[src/rtl/ysyx_25010008_arch_pkg.sv]
// ysyx_25010008_arch_pkg
//   Shared definitions for the architectural-state block: implemented CSR
//   addresses, mstatus field positions, the mstatus reset value, and helper
//   functions for the trap/mret mstatus updates and the CSR write rules.
//   No ports (package).
package ysyx_25010008_arch_pkg;

    localparam logic [11:0] CSR_MSTATUS   = 12'h300;
    localparam logic [11:0] CSR_MTVEC     = 12'h305;
    localparam logic [11:0] CSR_MSCRATCH  = 12'h340;
    localparam logic [11:0] CSR_MEPC      = 12'h341;
    localparam logic [11:0] CSR_MCAUSE    = 12'h342;
    localparam logic [11:0] CSR_MCYCLE    = 12'hB00;
    localparam logic [11:0] CSR_MCYCLEH   = 12'hB80;
    localparam logic [11:0] CSR_MINSTRET  = 12'hB02;
    localparam logic [11:0] CSR_MINSTRETH = 12'hB82;

    localparam int MSTATUS_MIE    = 3;
    localparam int MSTATUS_MPIE   = 7;
    localparam int MSTATUS_MPP_LO = 11;
    localparam int MSTATUS_MPP_HI = 12;

    localparam logic [31:0] MSTATUS_RST = 32'h0000_1800;
    localparam logic [1:0]  PRIV_M      = 2'b11;

    // Trap entry: stack MIE into MPIE, mask interrupts, previous mode = M.
    function automatic logic [31:0] mstatus_on_trap(input logic [31:0] ms);
        logic [31:0] r;
        r                               = ms;
        r[MSTATUS_MPIE]                 = ms[MSTATUS_MIE];
        r[MSTATUS_MIE]                  = 1'b0;
        r[MSTATUS_MPP_HI:MSTATUS_MPP_LO] = PRIV_M;
        return r;
    endfunction

    // Trap return: restore MIE from MPIE, set MPIE, previous mode stays M.
    function automatic logic [31:0] mstatus_on_mret(input logic [31:0] ms);
        logic [31:0] r;
        r                               = ms;
        r[MSTATUS_MIE]                  = ms[MSTATUS_MPIE];
        r[MSTATUS_MPIE]                 = 1'b1;
        r[MSTATUS_MPP_HI:MSTATUS_MPP_LO] = PRIV_M;
        return r;
    endfunction

    // Software-writable CSRs; the counters are read-only here.
    function automatic logic csr_writable(input logic [11:0] addr);
        logic w;
        case (addr)
            CSR_MSTATUS, CSR_MTVEC, CSR_MSCRATCH, CSR_MEPC, CSR_MCAUSE: w = 1'b1;
            default:                                                 w = 1'b0;
        endcase
        return w;
    endfunction

    // Value actually stored by a CSR write: mepc is kept 4-byte aligned.
    function automatic logic [31:0] csr_wr_value(input logic [11:0] addr, input logic [31:0] data);
        logic [31:0] v;
        if (addr == CSR_MEPC) begin
            v = {data[31:2], 2'b00};
        end else begin
            v = data;
        end
        return v;
    endfunction

endpackage

[src/rtl/ysyx_25010008_arch_state_if.sv]
// ysyx_25010008_arch_state_if
//   Bus between the core pipeline (master: decode read indices, write-back,
//   trap/mret control) and the architectural-state block (slave).
//   Signals: rs_idx/rs_data (GPR read ports), wb_valid/gpr_wen/rd_idx/rd_data
//   (GPR write), csr_raddr/csr_rdata/csr_illegal (CSR read), csr_wen/csr_waddr/
//   csr_wdata (CSR write), trap_valid/trap_pc/trap_cause, mret_valid,
//   trap_vector/mepc_out (redirect targets).
interface ysyx_25010008_arch_state_if #(
    parameter int XLEN     = 32,
    parameter int NR_RPORT = 2
);
    logic [NR_RPORT*5-1:0]    rs_idx;
    logic [NR_RPORT*XLEN-1:0] rs_data;
    logic                     wb_valid;
    logic                     gpr_wen;
    logic [4:0]               rd_idx;
    logic [XLEN-1:0]          rd_data;
    logic [11:0]              csr_raddr;
    logic [XLEN-1:0]          csr_rdata;
    logic                     csr_illegal;
    logic                     csr_wen;
    logic [11:0]              csr_waddr;
    logic [XLEN-1:0]          csr_wdata;
    logic                     trap_valid;
    logic [XLEN-1:0]          trap_pc;
    logic [XLEN-1:0]          trap_cause;
    logic                     mret_valid;
    logic [XLEN-1:0]          trap_vector;
    logic [XLEN-1:0]          mepc_out;

    modport master (
        output rs_idx, wb_valid, gpr_wen, rd_idx, rd_data, csr_raddr,
               csr_wen, csr_waddr, csr_wdata, trap_valid, trap_pc, trap_cause, mret_valid,
        input  rs_data, csr_rdata, csr_illegal, trap_vector, mepc_out
    );

    modport slave (
        input  rs_idx, wb_valid, gpr_wen, rd_idx, rd_data, csr_raddr,
               csr_wen, csr_waddr, csr_wdata, trap_valid, trap_pc, trap_cause, mret_valid,
        output rs_data, csr_rdata, csr_illegal, trap_vector, mepc_out
    );
endinterface

[src/rtl/ysyx_25010008_counter64.sv]
// ysyx_25010008_counter64
//   64-bit free-running event counter built from two 32-bit halves, the low
//   half's carry feeding the high half; wraps to zero.
//   Ports: clk, rst (sync, active-high), en (count this cycle), count (value).
module ysyx_25010008_counter64 (
    input  logic        clk,
    input  logic        rst,
    input  logic        en,
    output logic [63:0] count
);
    logic [63:0] cnt_q;
    logic [63:0] cnt_d;
    logic [31:0] lo_s;
    logic        carry_s;

    // Next count: increment low half, ripple its carry into the high half.
    always_comb begin
        {carry_s, lo_s} = {1'b0, cnt_q[31:0]} + 33'd1;
        if (en) begin
            cnt_d = {cnt_q[63:32] + {31'd0, carry_s}, lo_s};
        end else begin
            cnt_d = cnt_q;
        end
    end

    // Count register.
    always_ff @(posedge clk) begin
        if (rst) begin
            cnt_q <= 64'd0;
        end else begin
            cnt_q <= cnt_d;
        end
    end

    assign count = cnt_q;

endmodule

[src/rtl/ysyx_25010008_arch_state.sv]
// ysyx_25010008_arch_state
//   Architectural state of the NPC core: GPR file (x0 hard-wired to zero) and
//   the M-mode CSR bank (mstatus, mtvec, mscratch, mepc, mcause, mcycle[h],
//   minstret[h]) with atomic trap entry and mret.
//   Ports: clk, rst (sync, active-high), bus (ysyx_25010008_arch_state_if.slave).
//   All read outputs are combinational on current state.
//   Build option: ARCH_STATE_BYPASS_EN -- same-cycle write-to-read forwarding
//   for GPR and CSR reads; without it writes become visible the next cycle.
module ysyx_25010008_arch_state
    import ysyx_25010008_arch_pkg::*;
#(
    parameter int XLEN     = 32,
    parameter int NR_GPR   = 16,
    parameter int NR_RPORT = 2
) (
    input logic                      clk,
    input logic                      rst,
    ysyx_25010008_arch_state_if.slave bus
);
    localparam int IW = $clog2(NR_GPR);

    logic [XLEN-1:0] gpr_q [NR_GPR];
    logic [XLEN-1:0] gpr_d [NR_GPR];

    logic [XLEN-1:0] mstatus_q, mstatus_d;
    logic [XLEN-1:0] mtvec_q, mtvec_d;
    logic [XLEN-1:0] mscratch_q, mscratch_d;
    logic [XLEN-1:0] mepc_q, mepc_d;
    logic [XLEN-1:0] mcause_q, mcause_d;

    logic [63:0]              mcycle_s;
    logic [63:0]              minstret_s;
    logic [IW-1:0]            rd_sel_s;
    logic                     gpr_we_s;
    logic                     csr_we_s;
    logic                     minstret_en_s;
    logic [XLEN-1:0]          csr_wv_s;
    logic [XLEN-1:0]          csr_reg_s;
    logic [XLEN-1:0]          csr_rdata_s;
    logic                     csr_illegal_s;
    logic [NR_RPORT*XLEN-1:0] rs_data_s;
    logic                     unused_s;

    // Only the low IW index bits select a register; the rest are don't-care.
    assign rd_sel_s      = bus.rd_idx[IW-1:0];
    assign unused_s      = ^{bus.rs_idx, bus.rd_idx};
    // A trap squashes the retiring instruction's GPR and CSR side effects.
    assign gpr_we_s      = bus.wb_valid & bus.gpr_wen & ~bus.trap_valid & (rd_sel_s != {IW{1'b0}});
    assign csr_we_s      = bus.wb_valid & bus.csr_wen & ~bus.trap_valid;
    assign minstret_en_s = bus.wb_valid & ~bus.trap_valid;
    assign csr_wv_s      = csr_wr_value(bus.csr_waddr, bus.csr_wdata);

    // GPR next state: single write port, x0 never written.
    always_comb begin
        for (int i = 0; i < NR_GPR; i++) begin
            gpr_d[i] = gpr_q[i];
        end
        if (gpr_we_s) begin
            gpr_d[rd_sel_s] = bus.rd_data;
        end else begin
            gpr_d[rd_sel_s] = gpr_q[rd_sel_s];
        end
    end

    // GPR register file.
    always_ff @(posedge clk) begin
        if (rst) begin
            for (int i = 0; i < NR_GPR; i++) begin
                gpr_q[i] <= {XLEN{1'b0}};
            end
        end else begin
            for (int i = 0; i < NR_GPR; i++) begin
                gpr_q[i] <= gpr_d[i];
            end
        end
    end

    for (genvar p = 0; p < NR_RPORT; p++) begin : g_rport
        logic [IW-1:0]   sel_s;
        logic [XLEN-1:0] val_s;

        assign sel_s = bus.rs_idx[5*p +: IW];

        // Read mux for one port; x0 always reads zero.
        always_comb begin
            if (sel_s == {IW{1'b0}}) begin
                val_s = {XLEN{1'b0}};
`ifdef ARCH_STATE_BYPASS_EN
            end else if (gpr_we_s && (sel_s == rd_sel_s)) begin
                val_s = bus.rd_data;
`endif
            end else begin
                val_s = gpr_q[sel_s];
            end
        end

        assign rs_data_s[XLEN*p +: XLEN] = val_s;
    end

    // CSR next state: trap beats mret beats software writes.
    always_comb begin
        mstatus_d  = mstatus_q;
        mtvec_d    = mtvec_q;
        mscratch_d = mscratch_q;
        mepc_d     = mepc_q;
        mcause_d   = mcause_q;
        if (bus.trap_valid) begin
            mepc_d    = {bus.trap_pc[XLEN-1:2], 2'b00};
            mcause_d  = bus.trap_cause;
            mstatus_d = mstatus_on_trap(mstatus_q);
        end else begin
            // mret owns mstatus this cycle; other CSR writes still land.
            if (bus.mret_valid) begin
                mstatus_d = mstatus_on_mret(mstatus_q);
            end else if (csr_we_s && (bus.csr_waddr == CSR_MSTATUS)) begin
                mstatus_d = csr_wv_s;
            end else begin
                mstatus_d = mstatus_q;
            end
            if (csr_we_s) begin
                case (bus.csr_waddr)
                    CSR_MTVEC:    mtvec_d    = csr_wv_s;
                    CSR_MSCRATCH: mscratch_d = csr_wv_s;
                    CSR_MEPC:     mepc_d     = csr_wv_s;
                    CSR_MCAUSE:   mcause_d   = csr_wv_s;
                    // mstatus handled above; counters and unknown addresses drop the write
                    default:      mtvec_d    = mtvec_q;
                endcase
            end else begin
                mtvec_d = mtvec_q;
            end
        end
    end

    // CSR registers.
    always_ff @(posedge clk) begin
        if (rst) begin
            mstatus_q  <= MSTATUS_RST;
            mtvec_q    <= {XLEN{1'b0}};
            mscratch_q <= {XLEN{1'b0}};
            mepc_q     <= {XLEN{1'b0}};
            mcause_q   <= {XLEN{1'b0}};
        end else begin
            mstatus_q  <= mstatus_d;
            mtvec_q    <= mtvec_d;
            mscratch_q <= mscratch_d;
            mepc_q     <= mepc_d;
            mcause_q   <= mcause_d;
        end
    end

    ysyx_25010008_counter64 u_mcycle (
        .clk   (clk),
        .rst   (rst),
        .en    (1'b1),
        .count (mcycle_s)
    );

    ysyx_25010008_counter64 u_minstret (
        .clk   (clk),
        .rst   (rst),
        .en    (minstret_en_s),
        .count (minstret_s)
    );

    // CSR read decode; unimplemented addresses read zero and flag illegal.
    always_comb begin
        csr_reg_s     = {XLEN{1'b0}};
        csr_illegal_s = 1'b0;
        case (bus.csr_raddr)
            CSR_MSTATUS:   csr_reg_s = mstatus_q;
            CSR_MTVEC:     csr_reg_s = mtvec_q;
            CSR_MSCRATCH:  csr_reg_s = mscratch_q;
            CSR_MEPC:      csr_reg_s = mepc_q;
            CSR_MCAUSE:    csr_reg_s = mcause_q;
            CSR_MCYCLE:    csr_reg_s = mcycle_s[31:0];
            CSR_MCYCLEH:   csr_reg_s = mcycle_s[63:32];
            CSR_MINSTRET:  csr_reg_s = minstret_s[31:0];
            CSR_MINSTRETH: csr_reg_s = minstret_s[63:32];
            default: begin
                csr_reg_s     = {XLEN{1'b0}};
                csr_illegal_s = 1'b1;
            end
        endcase
    end

    // CSR read data, optionally forwarding a same-address write (the stored form).
    always_comb begin
`ifdef ARCH_STATE_BYPASS_EN
        if (csr_we_s && !bus.mret_valid && (bus.csr_waddr == bus.csr_raddr) &&
            csr_writable(bus.csr_waddr)) begin
            csr_rdata_s = csr_wv_s;
        end else begin
            csr_rdata_s = csr_reg_s;
        end
`else
        csr_rdata_s = csr_reg_s;
`endif
    end

    assign bus.rs_data     = rs_data_s;
    assign bus.csr_rdata   = csr_rdata_s;
    assign bus.csr_illegal = csr_illegal_s;
    assign bus.trap_vector = {mtvec_q[XLEN-1:2], 2'b00};
    assign bus.mepc_out    = mepc_q;

endmodule

[src/flat_wrapper.sv]
// flat-port wrapper written by rule: the top's interface ports become plain ports
module ysyx_25010008_arch_state_flat import ysyx_25010008_arch_pkg::*;
#(
    parameter int XLEN     = 32,
    parameter int NR_GPR   = 16,
    parameter int NR_RPORT = 2
)
  (clk, rst, bus_rs_idx, bus_wb_valid, bus_gpr_wen, bus_rd_idx, bus_rd_data, bus_csr_raddr, bus_csr_wen, bus_csr_waddr, bus_csr_wdata, bus_trap_valid, bus_trap_pc, bus_trap_cause, bus_mret_valid, bus_rs_data, bus_csr_rdata, bus_csr_illegal, bus_trap_vector, bus_mepc_out);
  ysyx_25010008_arch_state_if #(.XLEN(XLEN), .NR_RPORT(NR_RPORT)) bus_i ();
  input logic clk;
  input logic rst;
  input wire logic [$bits(bus_i.rs_idx)-1:0] bus_rs_idx;
  input wire logic [$bits(bus_i.wb_valid)-1:0] bus_wb_valid;
  input wire logic [$bits(bus_i.gpr_wen)-1:0] bus_gpr_wen;
  input wire logic [$bits(bus_i.rd_idx)-1:0] bus_rd_idx;
  input wire logic [$bits(bus_i.rd_data)-1:0] bus_rd_data;
  input wire logic [$bits(bus_i.csr_raddr)-1:0] bus_csr_raddr;
  input wire logic [$bits(bus_i.csr_wen)-1:0] bus_csr_wen;
  input wire logic [$bits(bus_i.csr_waddr)-1:0] bus_csr_waddr;
  input wire logic [$bits(bus_i.csr_wdata)-1:0] bus_csr_wdata;
  input wire logic [$bits(bus_i.trap_valid)-1:0] bus_trap_valid;
  input wire logic [$bits(bus_i.trap_pc)-1:0] bus_trap_pc;
  input wire logic [$bits(bus_i.trap_cause)-1:0] bus_trap_cause;
  input wire logic [$bits(bus_i.mret_valid)-1:0] bus_mret_valid;
  output wire logic [$bits(bus_i.rs_data)-1:0] bus_rs_data;
  output wire logic [$bits(bus_i.csr_rdata)-1:0] bus_csr_rdata;
  output wire logic [$bits(bus_i.csr_illegal)-1:0] bus_csr_illegal;
  output wire logic [$bits(bus_i.trap_vector)-1:0] bus_trap_vector;
  output wire logic [$bits(bus_i.mepc_out)-1:0] bus_mepc_out;
  assign bus_i.rs_idx = bus_rs_idx;
  assign bus_i.wb_valid = bus_wb_valid;
  assign bus_i.gpr_wen = bus_gpr_wen;
  assign bus_i.rd_idx = bus_rd_idx;
  assign bus_i.rd_data = bus_rd_data;
  assign bus_i.csr_raddr = bus_csr_raddr;
  assign bus_i.csr_wen = bus_csr_wen;
  assign bus_i.csr_waddr = bus_csr_waddr;
  assign bus_i.csr_wdata = bus_csr_wdata;
  assign bus_i.trap_valid = bus_trap_valid;
  assign bus_i.trap_pc = bus_trap_pc;
  assign bus_i.trap_cause = bus_trap_cause;
  assign bus_i.mret_valid = bus_mret_valid;
  assign bus_rs_data = bus_i.rs_data;
  assign bus_csr_rdata = bus_i.csr_rdata;
  assign bus_csr_illegal = bus_i.csr_illegal;
  assign bus_trap_vector = bus_i.trap_vector;
  assign bus_mepc_out = bus_i.mepc_out;
  ysyx_25010008_arch_state #(.XLEN(XLEN), .NR_GPR(NR_GPR), .NR_RPORT(NR_RPORT)) u_core (.clk(clk), .rst(rst), .bus(bus_i));
endmodule
[config.mk]
export PLATFORM = sky130hd
export DESIGN_NAME = ysyx_25010008_arch_state_flat
export DESIGN_NICKNAME = d
export VERILOG_FILES = /design/src/rtl/ysyx_25010008_arch_pkg.sv /design/src/rtl/ysyx_25010008_arch_state_if.sv /design/src/rtl/ysyx_25010008_counter64.sv /design/src/rtl/ysyx_25010008_arch_state.sv /design/src/flat_wrapper.sv
export SDC_FILE = /design/constraint.sdc
export NUM_CORES = 2
export LEC_CHECK = 0
export BUFFER_PORTS_ARGS = -buffer_cell sky130_fd_sc_hd__buf_2
export CAP_MARGIN = 5
export CORE_UTILIZATION = 58
export CTS_CLUSTER_SIZE = 20
export DETAILED_ROUTE_END_ITERATION = 8
export PLACE_DENSITY = 0.77
export RECOVER_POWER = 25
export REMOVE_ABC_BUFFERS = 1
export SLEW_MARGIN = 15
export SYNTH_ARGS = -nofsm -noshare
export SYNTH_HDL_FRONTEND = slang
export SYNTH_SLANG_ARGS = --single-unit
[constraint.sdc]
create_clock -name clk -period 3.9 [get_ports clk]
set_input_delay 0.195 -clock clk [delete_from_list [all_inputs] [get_ports clk]]
set_output_delay 0.195 -clock clk [all_outputs]
set_load 0.01 [all_outputs]
* Yosys cells after proc, flatten, opt, wreduce, memory -nomap -nowiden *
Memories as Yosys holds them, arrays and structs flattened.
Index checks and enable logic that the tools add are counted.

storage, ports and cells
  register bits after elaboration = 288
  bits in writable memories = 512
  bits of input ports = 174
  output and inout bits = 161
  memories = 1

operators by class
  add/sub/neg operators = 4
  order comparisons = 2
  eq/ne operators = 14
  muxes and demuxes = 38
  bitwise logic cells = 25
  reduce and logical (&&, ||, !) cells = 19

memories
  name          depth  width  rd ports  clocked after memory_dff  wr ports  line                            source
  u_core.gpr_q  16     32     19        0                         16        ysyx_25010008_arch_state.sv:22  logic [XLEN-1:0] gpr_q [NR_GPR];

operators by type and width
  operator                                             number
  bitwise mux 512 bit                                  2
  2-to-1 mux 32 bit                                    25
  2-to-1 mux 512 bit                                   1
  case mux 32 bit (9 select lines)                     1
  demux 32 bit (select 4 bit)                          1
  == test 12 x 10 -> 1 bit (second input constant)     10
  adder 32 x 1 -> 33 bit (second input constant)       2
  adder 32 x 1 -> 32 bit                               2
  == test 12 bit (second input constant)               4
  2-to-1 mux 8 bit                                     3
  OR 1 bit                                             16
  AND reduction 3 bit                                  3
  OR reduction 9 bit                                   1
  zero test 4 bit                                      2
  nonzero test 2 bit                                   4
  AND 1 bit                                            6
  AND reduction 2 bit                                  3
  >= comparator 5 bit (second input constant)          1
  < comparator 5 x 1 -> 1 bit (second input constant)  1
  NOT 4 -> 5 bit                                       1
  2-to-1 mux 1 bit                                     4
  nonzero test 4 bit                                   1
  nonzero test 3 bit                                   1
  OR reduction 3 bit                                   1
  4 further kinds                                      6

* Logic depth before layout (Yosys ltp) *
  word-level depth = 8
  gate-level depth with buffers = 13
  depth with buffers taken out = 12

* Cells and area by module *
Synthesis repeated with hierarchy kept, for this count alone.

second synthesis, totals
  cell total of the unflattened synthesis = 4364
  area total of the unflattened synthesis = 44057.3 µm²

by module, submodules not included
  module                    instances  cells each  area each (µm²)  sequential area each (µm²)
  ysyx_25010008_arch_state  1          3622        37828.8          13452.9
  ysyx_25010008_counter64   2          371         3114.2           1281.2

* Worst setup path before layout *
OpenSTA, ideal clock, no wires.

  path type = reg2reg
  from = register u_core.u_mcycle.cnt_q[0] (netlist: u_core.u_mcycle.count[0])
  to = register u_core.u_mcycle.cnt_q[58] (netlist: u_core.u_mcycle.count[58])
  arrival = 3158 ps
  required time = 3830 ps
  slack = 672 ps
  stages on the path, launching flop included = 14
  cells stage by stage = dfxtp_1 ha_1 and4_1 clkbuf_1 nand4_1 or3_1 nor3_1 ha_1 ha_1 nand3_1 nor3_1 nand3_1 or3_1 a21oi_1

on the way
  word-level cells in the longest chain between the ends = 2

RTL lines
  what                    line                           source
  start, declared         ysyx_25010008_counter64.sv:11  logic [63:0] cnt_q;
  start signal, assigned  ysyx_25010008_counter64.sv:31  cnt_q <= cnt_d;
  adder 32 x 1 -> 33 bit  ysyx_25010008_counter64.sv:18  {carry_s, lo_s} = {1'b0, cnt_q[31:0]} + 33'd1;
  adder 32 x 1 -> 32 bit  ysyx_25010008_counter64.sv:20  cnt_d = {cnt_q[63:32] + {31'd0, carry_s}, lo_s};

Every way passes these cells.
A chain may end at the register's enable or synchronous reset.

* Worst setup path in the final report *
  from = input rst
  to = register u_core.mepc_q[3] (netlist: u_core.bus.mepc_out[3])

RTL lines
  what                  line                             source
  start, declared       flat_wrapper.sv:11               input logic rst;
  end signal, assigned  ysyx_25010008_arch_state.sv:141  mepc_q <= {XLEN{1'b0}};
  end signal, assigned  ysyx_25010008_arch_state.sv:147  mepc_q <= mepc_d;
  end, declared         ysyx_25010008_arch_state.sv:28   logic [XLEN-1:0] mepc_q, mepc_d;

No word-level cell between the ends.

==> flow_metrics.py <==
metrics = {
    "status": {
        "outcome": "complete, but fails checks",
        "violations": "max-capacitance violations, max-slew violations",
    },
    "cts": {
        "post_cts_buffers": 0,
        "cts_resized": 0,
        "postCtsHoldBufs": 164,
        "numCtsBuffers": 85,
        "clk_pin_slew_ns": 0.06,
        "clkLatencyLatePin_ns": 0.68,
        "cts_tree": "done",
        "htreeDepth": 3,
        "clock-sinks": 800,
        "clock_path_buffers": 3,
        "ctsRootBufferMaster": "clkbuf_16",
    },
    "sta": {
        "min_period_over_period_pct": 89.9,
        "clock_skew_ns": 0.0458,
        "slew_viol_final": 533,
        "finalCriticalPeriod_ns": 3.51,
        "finalSetupViolCount": 0,
        "tightest_slew_ns": 2.30,
        "fmax_mhz": 285,
        "final-hold-violation-count": 0,
        "slew_headroom_pct": -53.5,
        "rsz0062_at_grt": "false",
    },
    "synthesis": {
        "synth_area_leader_cell": "dfxtp_1",
        "synth_xor_xnor_area_share_pct": 2.16,
        "synth.distinct_cells": 65,
        "synth-simple-area-share_pct": 15.2,
        "synth_area_sq_um": 44200,
        "yosys_warnings": 0,
        "synthMuxAreaShare_pct": 25.0,
        "synth_edf_count": 0,
        "async_flop_share_pct": 0,
        "ys_seq_elements": 800,
        "synthTopCellsByArea": "dfxtp_1 (36%), mux4_2 (23%), a211oi_1 (8.2%)",
        "synth_compound_area_share_pct": 16.5,
        "synthAdderAreaFrac_pct": 0.198,
        "syn_inst": 4287,
        "syn_avg_cell_area_sq_um": 10.3,
        "netlist.area_leader.share_pct": 36.2,
        "synth_most_common_cell": "dfxtp_1",
        "synth_ff_type": "dfxtp_1",
        "ys_seq_area_share_pct": 36.2,
        "synth_common_cells": "dfxtp_1 (800), nor2_1 (688), a211oi_1 (480)",
        "synth_top_family_by_area": "multiplexers",
    },
    "route": {
        "route.detailed.drc": 0,
        "drt_iter0_markers": 4917,
        "vias_per_cell": 6.88,
        "routed_wl_mm": 141,
        "dr.pass1.iters": 9,
        "drtAntennaViolNets": 0,
        "num_vias": 38400,
        "wl_per_cell_um": 25.3,
    },
    "setup_path": {
        "endpoint_kind": "flip-flop",
        "crit_buf_inv": 3,
        "cpMostUsedCell": "clkbuf_2",
        "cp-start-kind": "input port",
        "worst-setup-path-type": "input port to flip-flop",
        "required_ns": 4.43,
        "arrival_ns": 4.04,
        "crit_fanout": 101,
        "cpPeakStageDelay_ns": 1.57,
        "crit_family": "buffers and inverters",
        "cp_cell_sequence": "clkbuf_2 -> clkbuf_2 -> a311oi_1 -> dlygate4sd3_1",
        "slowest_stage": "clkbuf_2",
    },
    "floorplan": {
        "die_w_um": 278,
        "io_pins": 335,
        "die_y_um": 278,
        "fp.dieArea_sq_um": 77300,
        "start_util_pct": 58.9,
        "coreArea_sq_um": 74900,
        "row_count": 100,
    },
    "cells_and_area": {
        "regArea_sq_um": 16000,
        "fillers": 5382,
        "syn2layout_area_growth_pct": 14.7,
        "stdcell_area_sq_um": 50700,
        "multiInputGateArea_sq_um": 26200,
        "fin_nets": 4728,
        "drive_gt1_share_pct": 23.4,
    },
    "global_route": {
        "grt.total_usage_pct": 35.9,
        "grt_pass1_vias": 37100,
        "grt_max_degree": 118,
        "antenna_found_initial": 4,
        "grt_pass1_wl_mm": 217,
        "overflow": 0,
    },
    "power_and_ir_drop": {
        "max-vdd-ir-drop_v": 0.000341,
        "total_power_mw": 19.2,
        "power.leakage_nw": 17.2,
        "p_per_area_nw_per_um2": 379,
    },
    "run": {
        "cap_violations": 7,
    },
    "place": {
        "port_buffers": 327,
        "hpwl_mm": 87.5,
        "gp_congestion": 0.957,
        "placed_cell_area_sq_um": 46400,
    },
    "hold_path": {
        "holdCritPathClass": "input port to flip-flop",
    },
}
==> worst reg2reg max path, cell delays in order (launching register included) <==
cell and delay [ns]:
dfxtp_1 0.42, ha_1 0.24, and4_1 0.26, nand4_1 0.15, or3_1 0.43, nor3_1 0.28, ha_1 0.23, ha_1 0.19
nand3_1 0.17, nor3_1 0.28, nand3_1 0.20, or3_1 0.36, a21oi_1 0.13
==> where the power goes <==
| group | switching [mW] | total (mW) | internal [mW] |
|---|---|---|---|
| registers | 0.208 | 8.60 | 8.39 |
| logic | 1.28 | 2.28 | 1.00 |
| clock network | 3.55 | 8.33 | 4.78 |
==> worst paths after layout <==
path | slack (ns) | cells after the start | to | start
max | 0.39 | 4 | u_core.bus.mepc_out[3]$_SDFFE_PP0P_ | rst
min | 0.03 | 3 | u_core.gpr_q[13][7]$_SDFFE_PP0P_ | bus_rd_data[7]
max reg2reg | 0.47 | 12 | u_core.u_mcycle.count[62]$_SDFF_PP0_ | u_core.u_mcycle.count[1]$_SDFF_PP0_
min reg2reg | 0.45 | 2 | u_core.mscratch_q[14]$_SDFFE_PP0P_ | u_core.mscratch_q[14]$_SDFFE_PP0P_
==> state kept, by name (all words and copies together), names as in the netlist <==
name	flops
u_core.gpr_q	512
u_core.mstatus_q	32
u_core.mtvec_q	32
u_core.mcause_q	32
u_core.bus.mepc_out	32
u_core.mscratch_q	32
u_core.u_minstret.count	64
u_core.u_mcycle.count	64
==> logic make-up after synthesis <==
family,after synthesis
AND/OR/NAND/NOR,1478
AO/OA/AOI/OAI,899
flip-flops,800
multiplexers,541
buffers and inverters,452
XOR/XNOR,109
adder cells (fa/ha/maj),7
other,1
==> area by class of cell <==
type | instances | area share [%]
multi-input cells | 3036 | 51.7
flip-flops and latches | 800 | 31.6
repair buffers | 611 | 8.56
clock buffers | 116 | 4.70
well taps | 969 | 2.39
clock inverters | 35 | 0.928
inverters | 13 | 0.101
diodes | 2 | 0.00988
==> stage by stage <==
step | hold slack, ns | setup slack, ns | util, % | TNS, ns | std cells
global placement | 0.434 | 0.528 | 61.9 | 0 | 5265
detailed placement | 0.438 | 0.489 | 61.9 | 0 | 5265
finish | 0.0315 | 0.393 | 67.6 | 0 | 5582
CTS | 0.00362 | 0.498 | 67.9 | 0 | 5580
global route | 0.0255 | 0.210 | 67.6 | 0 | 5581
floorplan | 0.262 | -0.866 | - | -171.43 | 3849
==> layout by cell type (no fill, tap or decap), types with 46 or more instances in the layout <==
cell type | synthesis | layout
mux4_2 | 448 | 448
nor2b_1 | 108 | 107
clkbuf_1 | 276 | 85
buf_4 | 47 | 94
buf_2 | 88 | 257
nand2_1 | 376 | 376
xnor2_1 | 46 | 46
clkbuf_16 | 0 | 85
mux2i_1 | 72 | 72
o21ai_0 | 48 | 48
a21oi_1 | 131 | 131
nand3_1 | 68 | 68
and3_1 | 57 | 57
a311oi_1 | 62 | 62
xor2_1 | 63 | 63
dlygate4sd3_1 | 0 | 164
nor2_1 | 688 | 688
a211oi_1 | 480 | 480
dfxtp_1 | 800 | 800
==> routing by layer <==
| metal | vias up | routed length [um] | track usage (%) |
|---|---|---|---|
| li1 | 16700 | - | - |
| met2 | 2619 | 66100 | 57.7 |
| met1 | 18500 | 53100 | 46.9 |
| met4 | 4 | 6680 | 16.0 |
| met5 | - | 26 | 0 |
| met3 | 510 | 15300 | 7.48 |
(Power assumes the default switching activity.)
